$ cat config.mk
export PLATFORM = sky130hd
export DESIGN_NAME = detect_run_1s_flat
export DESIGN_NICKNAME = d
export VERILOG_FILES = /design/src/rtl/detect_run_1s_if.sv /design/src/rtl/detect_run_1s.sv /design/src/flat_wrapper.sv
export SDC_FILE = /design/constraint.sdc
export NUM_CORES = 1
export LEC_CHECK = 0
export CAP_MARGIN = 30
export CORE_AREA = 2 2 39 41
export DETAILED_ROUTE_END_ITERATION = 6
export DIE_AREA = 0 0 41 43
export DONT_BUFFER_PORTS = 1
export PLACE_DENSITY = 0.65
export SLEW_MARGIN = 5
export SYNTH_ARGS = -nofsm -noshare
export SYNTH_HDL_FRONTEND = slang
export SYNTH_SLANG_ARGS = --single-unit
$ cat constraint.sdc
create_clock -name ck -period 2.3 [get_ports ck]
set_input_delay 0.23 -clock ck [delete_from_list [all_inputs] [get_ports ck]]
set_output_delay 0.23 -clock ck [all_outputs]
set_load 0.01 [all_outputs]
$ cat src/rtl/detect_run_1s_if.sv
// Sample and result bundle for detect_run_1s: serial input controls on one side,
// detection pulse, run length and hit counter on the other.
interface detect_run_1s_if #(
  parameter int CW = 8
);
  logic          din;
  logic          en;
  logic          mode;
  logic          clr;
  logic          dout;
  logic [3:0]    run_len;
  logic [CW-1:0] hit_cnt;

  modport master (
    output din, en, mode, clr,
    input  dout, run_len, hit_cnt
  );

  modport slave (
    input  din, en, mode, clr,
    output dout, run_len, hit_cnt
  );
endinterface

$ cat src/rtl/detect_run_1s.sv
// Detects runs of N consecutive qualified 1s on a serial input, in overlapping
// or non-overlapping mode, with a registered pulse and a saturating hit counter.
module detect_run_1s #(
  parameter int N  = 2,
  parameter int CW = 8
) (
  input  logic           ck,
  input  logic           rst,
  detect_run_1s_if.slave bus
);

  localparam logic [3:0] RUN_MAX = 4'(N);
  localparam logic [3:0] RUN_HIT = 4'(N - 1);

  logic [3:0]    r_q, r_d;
  logic          dout_q, dout_d;
  logic [CW-1:0] hit_cnt_q, hit_cnt_d;

  always_comb begin
    r_d       = r_q;
    dout_d    = 1'b0;
    hit_cnt_d = hit_cnt_q;
    if (bus.clr) begin
      r_d       = '0;
      hit_cnt_d = '0;
    end else if (bus.en) begin
      if (!bus.din) begin
        r_d = '0;
      end else if (r_q >= RUN_HIT) begin
        // Overlapping mode parks at N so every further 1 detects again.
        dout_d = 1'b1;
        r_d    = bus.mode ? 4'd0 : RUN_MAX;
        if (hit_cnt_q != '1) begin
          hit_cnt_d = hit_cnt_q + 1'b1;
        end
      end else begin
        r_d = r_q + 4'd1;
      end
    end
  end

  always_ff @(posedge ck or negedge rst) begin
    if (!rst) begin
      r_q       <= '0;
      dout_q    <= 1'b0;
      hit_cnt_q <= '0;
    end else begin
      r_q       <= r_d;
      dout_q    <= dout_d;
      hit_cnt_q <= hit_cnt_d;
    end
  end

  assign bus.dout    = dout_q;
  assign bus.run_len = r_q;
  assign bus.hit_cnt = hit_cnt_q;

endmodule

$ cat src/flat_wrapper.sv
// flat-port wrapper written by rule: the top's interface ports become plain ports
module detect_run_1s_flat 
#(
  parameter int N  = 2,
  parameter int CW = 8
)
  (ck, rst, bus_din, bus_en, bus_mode, bus_clr, bus_dout, bus_run_len, bus_hit_cnt);
  detect_run_1s_if #(.CW(CW)) bus_i ();
  input  logic ck;
  input  logic rst;
  input wire logic [$bits(bus_i.din)-1:0] bus_din;
  input wire logic [$bits(bus_i.en)-1:0] bus_en;
  input wire logic [$bits(bus_i.mode)-1:0] bus_mode;
  input wire logic [$bits(bus_i.clr)-1:0] bus_clr;
  output wire logic [$bits(bus_i.dout)-1:0] bus_dout;
  output wire logic [$bits(bus_i.run_len)-1:0] bus_run_len;
  output wire logic [$bits(bus_i.hit_cnt)-1:0] bus_hit_cnt;
  assign bus_i.din = bus_din;
  assign bus_i.en = bus_en;
  assign bus_i.mode = bus_mode;
  assign bus_i.clr = bus_clr;
  assign bus_dout = bus_i.dout;
  assign bus_run_len = bus_i.run_len;
  assign bus_hit_cnt = bus_i.hit_cnt;
  detect_run_1s #(.N(N), .CW(CW)) u_core (.ck(ck), .rst(rst), .bus(bus_i));
endmodule
==> metrics.cfg, run 1 <==
[run_status]
status=completed

[route]
wire_per_inst_um=14.5
first_iter_violations=7
dr_total_vias=529
final_antenna_net_count=0
via_per_inst=6.01
dr.pass1.iters=5
wirelength_mm=1.28
drc=0

[sta]
finalSetupViolations=0
finalMaxSlewViolations=0
rsz0062_at_grt=no
period_share=0.853
worst_slew_pin_slew_ps=592
finalHoldViolCount=0
fmax_ghz=0.510
relSlewSlack=0.604
fin_skew_ps=0.979
tns_ps=0
layout_setup_ws_ps=338
min_period_ps=1960

[worst_setup_path]
crit_slowest_cell=or4b_1
crit_path_max_incr_delay_ps=620
cp_num_buf_inv=1
cp_top_family=simple AND/OR/NAND/NOR gates
worstPathCellList=inv_1 > ha_1 > or4b_1 > o211ai_2 > mux2i_1 > nor2_1
required_ps=2470
crit_fanout=8
start_kind=register
path_class=reg2reg
worst_ep_arrival_time_ps=2130
end_kind=register

[clock_tree]
cts-buffers-inserted=3
cts_tree=built
clk_pin_slew_ps=80
cts_resized=0
htree_num_levels=1
clk_latency_ps=280
clock_tree.root_cell=clkbuf_4
clock_sinks=13
clockBufferDepth=2

[die]
std_cell_rows=14
die-area_um2=1760
die_w_um=41
dieHeight_um=43
initial_core_util=0.482
fp.coreArea_um2=1380
ios=19

[pwr]
power_density_nw_per_um2=570
p_leak_nw=0.322
internal_power_mw=0.311
power_frac_seq=0.579
max-vdd-ir-drop_v=0.000352
combPwrFrac=0.081
power.switching_mw=0.102
clkPwrFrac=0.340
p_sw_frac=0.246

[cells_and_area]
drive_gt1_frac=0.0556
multi_input_area_um2=322
seqCellArea_um2=325
final_cell_mix=dfrtp_1, nand2_1, a21oi_1
nets=83
layout_commonest_cell=dfrtp_1
antenna_cells=0
fillers=131
utilization=0.524
area_delta_synth_final_pct=8.63

[global_route]
track_usage=0.173
grt_max_degree=14
antenna_found_initial=0
grt_pass1_wl_mm=2.06
grt_pass1_vias=487
overflow=0

[flow_run]
maxCapViolations=0

[place]
place_hpwl_um=904
port_buffers=0
place_ws_ps=367
gp_congestion=0.668

[logic_synthesis]
yosysWarnings=0
yosysSeqAreaShare=0.488
syn_area_per_cell_um2=9.81
synth_edf_count=0
yosys_most_used_dff=dfrtp_1
synthArstFlopShare=1.00
synth.largest_area_cell=dfrtp_1
synth_top_area_frac=0.488
syn_nets=78
ys_types=23
synthCells=68
syn-cell-area_um2=667
synth.top_cells.by_area=dfrtp_1, ha_1, a21oi_1
synth-seq-cells=13

[worst_hold_path]
hold_path.class=in2reg

[worst paths after layout]
check / start / to / slack [ps] / cells past startpoint
min in group asynchronous: rst / u_core.bus.hit_cnt[4] / 390 / 1
worst max-delay path: u_core.bus.run_len[1] / u_core.bus.hit_cnt[1] / 340 / 6
worst max register to register: u_core.bus.run_len[1] / u_core.bus.hit_cnt[1] / 340 / 6
max in group asynchronous: rst / u_core.bus.run_len[2] / 1530 / 1
worst min register to register: u_core.bus.run_len[2] / u_core.bus.run_len[2] / 590 / 2
worst min-delay path: bus_clr / u_core.bus.hit_cnt[7] / 5 / 1
[metal layers]
| layer | vias to the layer above | global-route usage | routed length, µm | part of all wire |
|---|---|---|---|---|
| met1 | 254 | 0.220 | 543 | 0.43 |
| li1 | 252 | - | - | - |
| met3 | 5 | 0.0471 | 67 | 0.053 |
| met2 | 18 | 0.253 | 631 | 0.49 |
| met4 | 0 | 0.100 | 35 | 0.027 |
| met5 | - | 0 | 0 | 0 |
[logic make-up (layout without fill, tap and decap cells)]
group | Yosys count | after routing | share of synthesized area
adders and majority gates | 4 | 4 | 0.0750
buffers and inverters | 5 | 9 | 0.0300
xor gates and xnor gates | 3 | 3 | 0.0394
DFF | 13 | 13 | 0.488
AOI/OAI and AO/OA | 15 | 15 | 0.143
and+or+nand+nor | 27 | 27 | 0.210
muxes | 1 | 1 | 0.0150
[through the flow]
step	total power [mW]	hold WS, ps	instances	instance area [µm²]
after CTS	0.412	5.56	87	714
after global routing	0.430	0.313	88	724
after detailed placement	0.269	-65.3	82	678
after global placement	0.268	-65.3	82	678
after floorplan	0.268	-65.6	68	667
final	0.413	5.02	88	724
[power groups by stage]
stage	registers, mW	clock network, mW	logic, mW
final	0.239	0.140	0.0336
after global routing	0.240	0.152	0.0383
after CTS	0.239	0.142	0.0311
after detailed placement	0.244	0	0.0252
after global placement	0.243	0	0.0244
after floorplan	0.242	0	0.0251
[repair_timing]
item                                   4_1_cts  5_1_grt
endpoints found under the hold margin       13        5
hold buffers                                 1        1
setup buffers                                0        0
[area by class of cell]
cell class	instances	area share
inverters	3	0.0155
flip-flops and latches	13	0.449
repair buffers	2	0.0276
multi-input cells	50	0.444
clock buffers	4	0.0363
well taps	16	0.0276
[flip-flops by register name (all words and copies together) (netlist names)]
register            count
u_core.bus.hit_cnt      8
u_core.bus.run_len      4
u_core.bus.dout         1
[Yosys cell counts, drive strengths merged (2+ instances only)]
cell type	n
a21oi	7
dfrtp	13
ha	4
inv	3
nand2	7
nand3	3
nor2	6
nor3b	2
o2111ai	2
o211ai	2
o21ai	3
or3	4
xor2	3
Note: power is estimated with default switching activity, not from simulation.
==> inputs of run 2 (changes only) <==
--- a/config.mk
+++ b/config.mk
@@ -5,13 +5,15 @@
 export SDC_FILE = /design/constraint.sdc
 export NUM_CORES = 1
 export LEC_CHECK = 0
+export ABC_AREA = 1
 export CAP_MARGIN = 30
-export CORE_AREA = 2 2 39 41
+export CORE_UTILIZATION = 59
 export DETAILED_ROUTE_END_ITERATION = 6
-export DIE_AREA = 0 0 41 43
 export DONT_BUFFER_PORTS = 1
-export PLACE_DENSITY = 0.65
+export PLACE_DENSITY = 0.75
+export REMOVE_ABC_BUFFERS = 1
 export SLEW_MARGIN = 5
 export SYNTH_ARGS = -nofsm -noshare
 export SYNTH_HDL_FRONTEND = slang
 export SYNTH_SLANG_ARGS = --single-unit
+export TNS_END_PERCENT = 5
==> metrics.cfg, run 2 <==
[pwr]
p_leak_nw=0.435  ; +35%
clkPwrFrac=0.242  ; -0.098
p_sw_frac=0.363  ; +0.117
max-vdd-ir-drop_v=0.000490  ; +39%
internal_power_mw=0.377  ; +21%
power_frac_seq=0.497  ; -0.082
combPwrFrac=0.261  ; +0.180
power_density_nw_per_um2=707  ; +24%
power.switching_mw=0.215  ; +110%

[global_route]
grt_util_met1=0.301  ; +0.0815
grt_pass1_vias=593  ; +22%
antenna_found_initial=0  ; unchanged
overflow=0  ; unchanged
busiest_layer=met2
grt_pass1_wl_mm=2.50  ; +22%
grt_max_degree=14  ; unchanged
gr-usage-met2=0.419  ; +0.166
track_usage=0.250  ; +0.0764
grtUsageMet3=0.0930  ; +0.0459

[sta]
relSlewSlack=0.606  ; +0.00166
fmax_ghz=0.663  ; +30%
holdWs_ps=129  ; +124 ps
finalHoldViolCount=0  ; unchanged
fin_skew_ps=0.852  ; -0.126 ps
finalSetupViolations=0  ; unchanged
finalMaxSlewViolations=0  ; unchanged
min_period_ps=1510  ; -454 ps
worst_slew_pin_slew_ps=589  ; -2.48 ps
period_share=0.656  ; -0.197
rsz0062_at_grt=no
tns_ps=0  ; unchanged

[route]
dr.pass1.iters=4  ; -1
dr_total_vias=644  ; +22%
via_per_inst=5.37  ; -11%
drc=0  ; unchanged
first_iter_violations=11  ; +4
wire_per_inst_um=12.4  ; -14%
wirelength_mm=1.49  ; +17%
final_antenna_net_count=0  ; unchanged

[die]
std_cell_rows=12  ; -2
die-area_um2=1470  ; -16%
die_w_um=38.4  ; -6.3%
ios=19  ; unchanged
initial_core_util=0.668  ; +0.186
dieHeight_um=38.4  ; -11%
fp.coreArea_um2=1170  ; -15%

[worst_setup_path]
end_kind=register
start_kind=register
crit_path_max_incr_delay_ps=450  ; -170 ps
worstPathCellList=ha_1 > nand2_1 > nor2_4 > and2_1 > nor2_1 > nand3_1 > nand2_1
cp_common_cell=nand2_1
crit_slowest_cell=dfrtp_1
required_ps=2520  ; +50 ps
crit_fanout=5  ; -3
worst_ep_arrival_time_ps=1720  ; -410 ps
path_class=reg2reg

[clock_tree]
cts_tree=built
clk_pin_slew_ps=80  ; about the same
clk_latency_ps=270  ; about the same
cts_resized=0  ; unchanged
clock_tree.root_cell=clkbuf_4
post_cts_buffers=0  ; unchanged
htree_num_levels=1  ; unchanged
cts-buffers-inserted=3  ; unchanged
clockBufferDepth=2  ; unchanged
clock_sinks=13  ; unchanged

[cells_and_area]
nets=117  ; +41%
final_cell_mix=nand2_1, inv_1, dfrtp_1
instances_no_fill=120  ; +36%
antenna_cells=0  ; unchanged
largest_register_ffs=8  ; unchanged
drive_gt1_frac=0.123  ; +0.0671
area_delta_synth_final_pct=6.88
layout_commonest_cell=nand2_1

[logic_synthesis]
synth.mux.area_fraction=0  ; -0.0150
synth-seq-cells=13  ; unchanged
synth_compound_area_frac=0.0512  ; -0.0914
synth_xor_area_frac=0.0224  ; -0.0170
synthArstFlopShare=1.00  ; unchanged
synth_most_common_cell=nand2_1
synthAdderAreaFrac=0.0640  ; -0.0110
ys_types=22  ; -4.3%
yosys_most_used_dff=dfrtp_1
syn-cell-area_um2=782  ; +17%
synth_top_area_frac=0.416  ; -0.0718
synthCells=101  ; +49%
ys_top_cells_by_count=nand2_1, dfrtp_1, inv_1
yosysSeqAreaShare=0.416  ; -0.0718
syn_area_per_cell_um2=7.74  ; -21%
yosysWarnings=0  ; unchanged
synth_edf_count=0  ; unchanged
synthSimpleGateAreaFrac=0.379  ; +0.169
synth.largest_area_cell=dfrtp_1
synth.top_cells.by_area=dfrtp_1, nand2_1, ha_1
synth_top_family_by_area=simple AND/OR/NAND/NOR gates

[place]
gp_congestion=0.808  ; +21%
dpl.cell_count=115  ; +40%
place_hpwl_mm=1.15  ; +28%
port_buffers=0  ; unchanged

[worst_hold_path]
hold_path.class=in2reg

[flow_run]
maxCapViolations=0  ; unchanged

[run_status]
status=completed

==> run 2: cell count changes in the layout (fill, tap and decap cells not counted), sizes merged, moves of 2 or more <==
cell     previous run  this run
a21oi               7         0
inv                 3        14
nand2               7        30
nand3               3        11
nor2                6        15
nor3b               2         0
o2111ai             2         0
o21ai               3         5
or3                 4         0
==> run 2: logic make-up (layout without fill, tap and decap cells) <==
group,after synthesis,count (layout)
compound gates,7,7
flops,13,13
xor+xnor,2,2
fa+ha+maj,4,4
buf+inv,14,19
simple gates,61,61
==> run 2: stage by stage <==
stage                      util  instance area, µm²  setup slack [ps]  total power, mW
after floorplan               -                 782              1000            0.413
after global placement    0.683                 800               821            0.441
after detailed placement  0.683                 800               820            0.448
after CTS                 0.714                 836               800            0.594
after global routing      0.714                 836               688            0.636
final                     0.714                 836               792            0.591
==> run 2: critical path: cells and delay by family, from the launching register on <==
kind                       cells  cell delay [ps]
adders and majority gates      1              240
and+or+nand+nor                6              770
DFF                            1              450
==> run 2: final cells by class <==
class | instances | area, µm²
clock buffers | 4 | 26.3
fillers | 89 | 335
inverters | 14 | 52.6
multi-input cells | 74 | 404
flip-flops and latches | 13 | 325
well taps | 14 | 17.5
repair buffers | 1 | 10.0
==> run 2: what timing repair did <==
item,4_1_cts,5_1_grt
hold buffers,1,0
endpoints found under the setup margin,0,0
hold endpoints to repair,13,0
==> run 2: path summary, 6_finish.rpt <==
check	cells after the start	end	slack, ps	from
min in group asynchronous	1	u_core.bus.run_len[2]	390	rst
hold reg to reg	2	u_core.bus.run_len[3]	570	u_core.bus.run_len[3]
setup reg to reg	7	u_core.bus.hit_cnt[5]	790	u_core.bus.hit_cnt[0]
max in group asynchronous	1	u_core.bus.hit_cnt[4]	1530	rst
setup / recovery	7	u_core.bus.hit_cnt[5]	790	u_core.bus.hit_cnt[0]
hold / removal	2	u_core.bus.hit_cnt[0]	130	bus_clr
==> run 2: power groups by stage <==
| stage | Clock (mW) | Sequential [mW] | Combinational, mW |
|---|---|---|---|
| floorplan | 0 | 0.293 | 0.120 |
| global route | 0.156 | 0.299 | 0.181 |
| finish | 0.143 | 0.294 | 0.154 |
| CTS | 0.145 | 0.294 | 0.155 |
| global placement | 0 | 0.297 | 0.143 |
| detailed placement | 0 | 0.299 | 0.149 |
==> run 2: routing by layer <==
layer  routed length, µm  vias up
li1                    -      328
met1                 700      297
met2                 691       19
met3                  96        0
met4                   0        0
met5                   0        -
==> inputs of run 3 (changes only) <==
--- a/config.mk
+++ b/config.mk
@@ -7,10 +7,10 @@
 export LEC_CHECK = 0
 export ABC_AREA = 1
 export CAP_MARGIN = 30
-export CORE_UTILIZATION = 59
+export CORE_UTILIZATION = 53
 export DETAILED_ROUTE_END_ITERATION = 6
 export DONT_BUFFER_PORTS = 1
-export PLACE_DENSITY = 0.75
+export PLACE_DENSITY = 0.71
 export REMOVE_ABC_BUFFERS = 1
 export SLEW_MARGIN = 5
 export SYNTH_ARGS = -nofsm -noshare
==> constraint.sdc (replaced) <==
create_clock -name ck -period 1.35 [get_ports ck]
set_input_delay 0.135 -clock ck [delete_from_list [all_inputs] [get_ports ck]]
set_output_delay 0.135 -clock ck [all_outputs]
set_load 0.01 [all_outputs]
==> metrics.cfg, run 3 (synthesis results as in run 2) <==
[flow_run]
maxCapViolations=0  ; unchanged

[clock_tree]
htree_num_levels=1  ; unchanged
clk_pin_slew_ps=80  ; about the same
cts_tree=built
cts-buffers-inserted=3  ; unchanged
clock_sinks=13  ; unchanged
clk_latency_ps=280  ; about the same
clockBufferDepth=2  ; unchanged
clock_tree.root_cell=clkbuf_4
post_cts_buffers=0  ; unchanged

[route]
dr_total_vias=662  ; +2.8%
dr.pass1.iters=3  ; -1
drc=0  ; unchanged
final_antenna_net_count=0  ; unchanged
first_iter_violations=11  ; unchanged
wirelength_mm=1.58  ; +6.2%
via_per_inst=5.09  ; -5.1%
wire_per_inst_um=12.2  ; -2.0%

[worst_hold_path]
whs_path_depth=2  ; unchanged
hold_end=u_core.bus.run_len[2]
hold_path.class=in2reg
hold_start=bus_din

[worst_setup_path]
end_kind=register
crit_path_max_incr_delay_ps=380  ; -70 ps
worst_ep_arrival_time_ps=1500  ; -220 ps
worstPathCellList=ha_1 > nand2_2 > nor2_4 > and2_1 > nor2_2 > nand3_1 > nand2_1
startpoint=u_core.bus.hit_cnt[0]
r2r.worst_path.cells=7  ; unchanged
reg2reg_from=u_core.bus.hit_cnt[0]
r2r_slack_ps=70  ; -720 ps
crit_slowest_cell=dfrtp_1
cp_num_buf_inv=0  ; unchanged
path_depth=7  ; unchanged
start_kind=register
crit_fanout=4  ; -1
cp_top_family=simple AND/OR/NAND/NOR gates
path_class=reg2reg
required_ps=1570  ; -950 ps
r2r-end=u_core.bus.hit_cnt[2]

[die]
die_w_um=40.4  ; +5.2%
initial_core_util=0.586  ; -0.0814
die-area_um2=1630  ; +11%
ios=19  ; unchanged
dieHeight_um=40.4  ; +5.2%
std_cell_rows=13  ; +1
fp.coreArea_um2=1330  ; +14%

[sta]
finalSetupViolations=0  ; unchanged
worst_slew_pin_slew_ps=594  ; +5.13 ps
fmax_ghz=0.782  ; +18%
finalHoldViolCount=0  ; unchanged
min_period_ps=1280  ; -229 ps
finalMaxSlewViolations=0  ; unchanged
rsz0062_at_grt=yes
fin_skew_ps=1.01  ; +0.159 ps
layout_setup_ws_ps=71.1  ; -721 ps
tns_ps=0  ; unchanged
relSlewSlack=0.602  ; -0.00343
period_share=0.947  ; +0.292

[cells_and_area]
seqCellArea_um2=327  ; +0.38%
instances_no_fill=130  ; +8.3%
area_delta_synth_final_pct=18.4
nets=126  ; +7.7%
fillers=120  ; +35%
utilization=0.694  ; -0.0195
multi_input_area_um2=424  ; +5.0%
layout_commonest_cell=nand2_1
drive_gt1_frac=0.252  ; +0.130
largest_register_ffs=8  ; unchanged
antenna_cells=0  ; unchanged
final_cell_mix=nand2_1, inv_1, dfrtp_1

[pwr]
max-vdd-ir-drop_v=0.00106  ; +120%
power_density_nw_per_um2=1180  ; +67%
p_total_mw=1.10  ; +85%
p_leak_nw=0.483  ; +11%

[global_route]
busiest_layer=met2
gr-usage-met2=0.397  ; -0.0227
antenna_found_initial=0  ; unchanged
overflow=0  ; unchanged
grtUsageMet3=0.106  ; +0.0125
grt_pass1_vias=580  ; -2.2%
grt_max_degree=14  ; unchanged
grt_util_met1=0.252  ; -0.0486
grt_pass1_wl_mm=2.39  ; -4.4%
track_usage=0.239  ; -0.0102

[run_status]
status=completed

[place]
dpl.cell_count=125  ; +8.7%
port_buffers=0  ; unchanged
place_hpwl_mm=1.22  ; +5.6%
gp_congestion=0.796  ; -1.5%
place_ws_ps=-25.6  ; -845 ps

[run 3: changes by cell type in the layout (fill, tap and decap cells not counted), moves of 2 or more]
cell	change
buf_4	+9
nor2_2	+2
nand3_2	+2
nor2_1	-2
nand3_1	-2
[run 3: through the flow]
step / hold WS (ps) / area, µm²
after CTS: 20.9 / 907
after detailed placement: -160 / 868
after floorplan: -161 / 782
after global placement: -160 / 868
after global routing: 17.7 / 926
final: 24.9 / 926
[run 3: final cells by class]
class	instances	area share
Multi-Input combinational cell	74	0.458
Sequential cell	13	0.353
Timing Repair Buffer	10	0.0838
Inverter	14	0.0568
Clock buffer	4	0.0284
Tap cell	15	0.0203
[run 3: what timing repair did]
action,4_1_cts,5_1_grt
setup endpoints to repair,3,8
hold buffers,1,0
resized for setup,1,7
endpoints found under the hold margin,13,0
pin swaps,0,2
[run 3: power breakdown]
part	internal, mW	switching (mW)	total [mW]
combinational	0.158	0.237	0.396
sequential	0.432	0.0277	0.459
clock	0.115	0.125	0.240
total	0.705	0.390	1.10
[run 3: how the worst max path moves through the flow]
| stage | to | slack (ps) |
|---|---|---|
| 2_1_floorplan | u_core.bus.hit_cnt[5] | 50 |
| 3_3_place_gp | u_core.bus.hit_cnt[1] | -3 |
| 3_5_place_dp | u_core.bus.hit_cnt[1] | -30 |
| 4_1_cts | u_core.bus.hit_cnt[1] | 20 |
| 5_1_grt | u_core.bus.hit_cnt[5] | -50 |
| 6_report | u_core.bus.hit_cnt[2] | 70 |
[run 3: routing by layer]
metal | wire, µm | part of all wire
met1 | 711 | 0.45
met2 | 756 | 0.48
met3 | 84 | 0.053
met4 | 27 | 0.017
met5 | 0 | 0
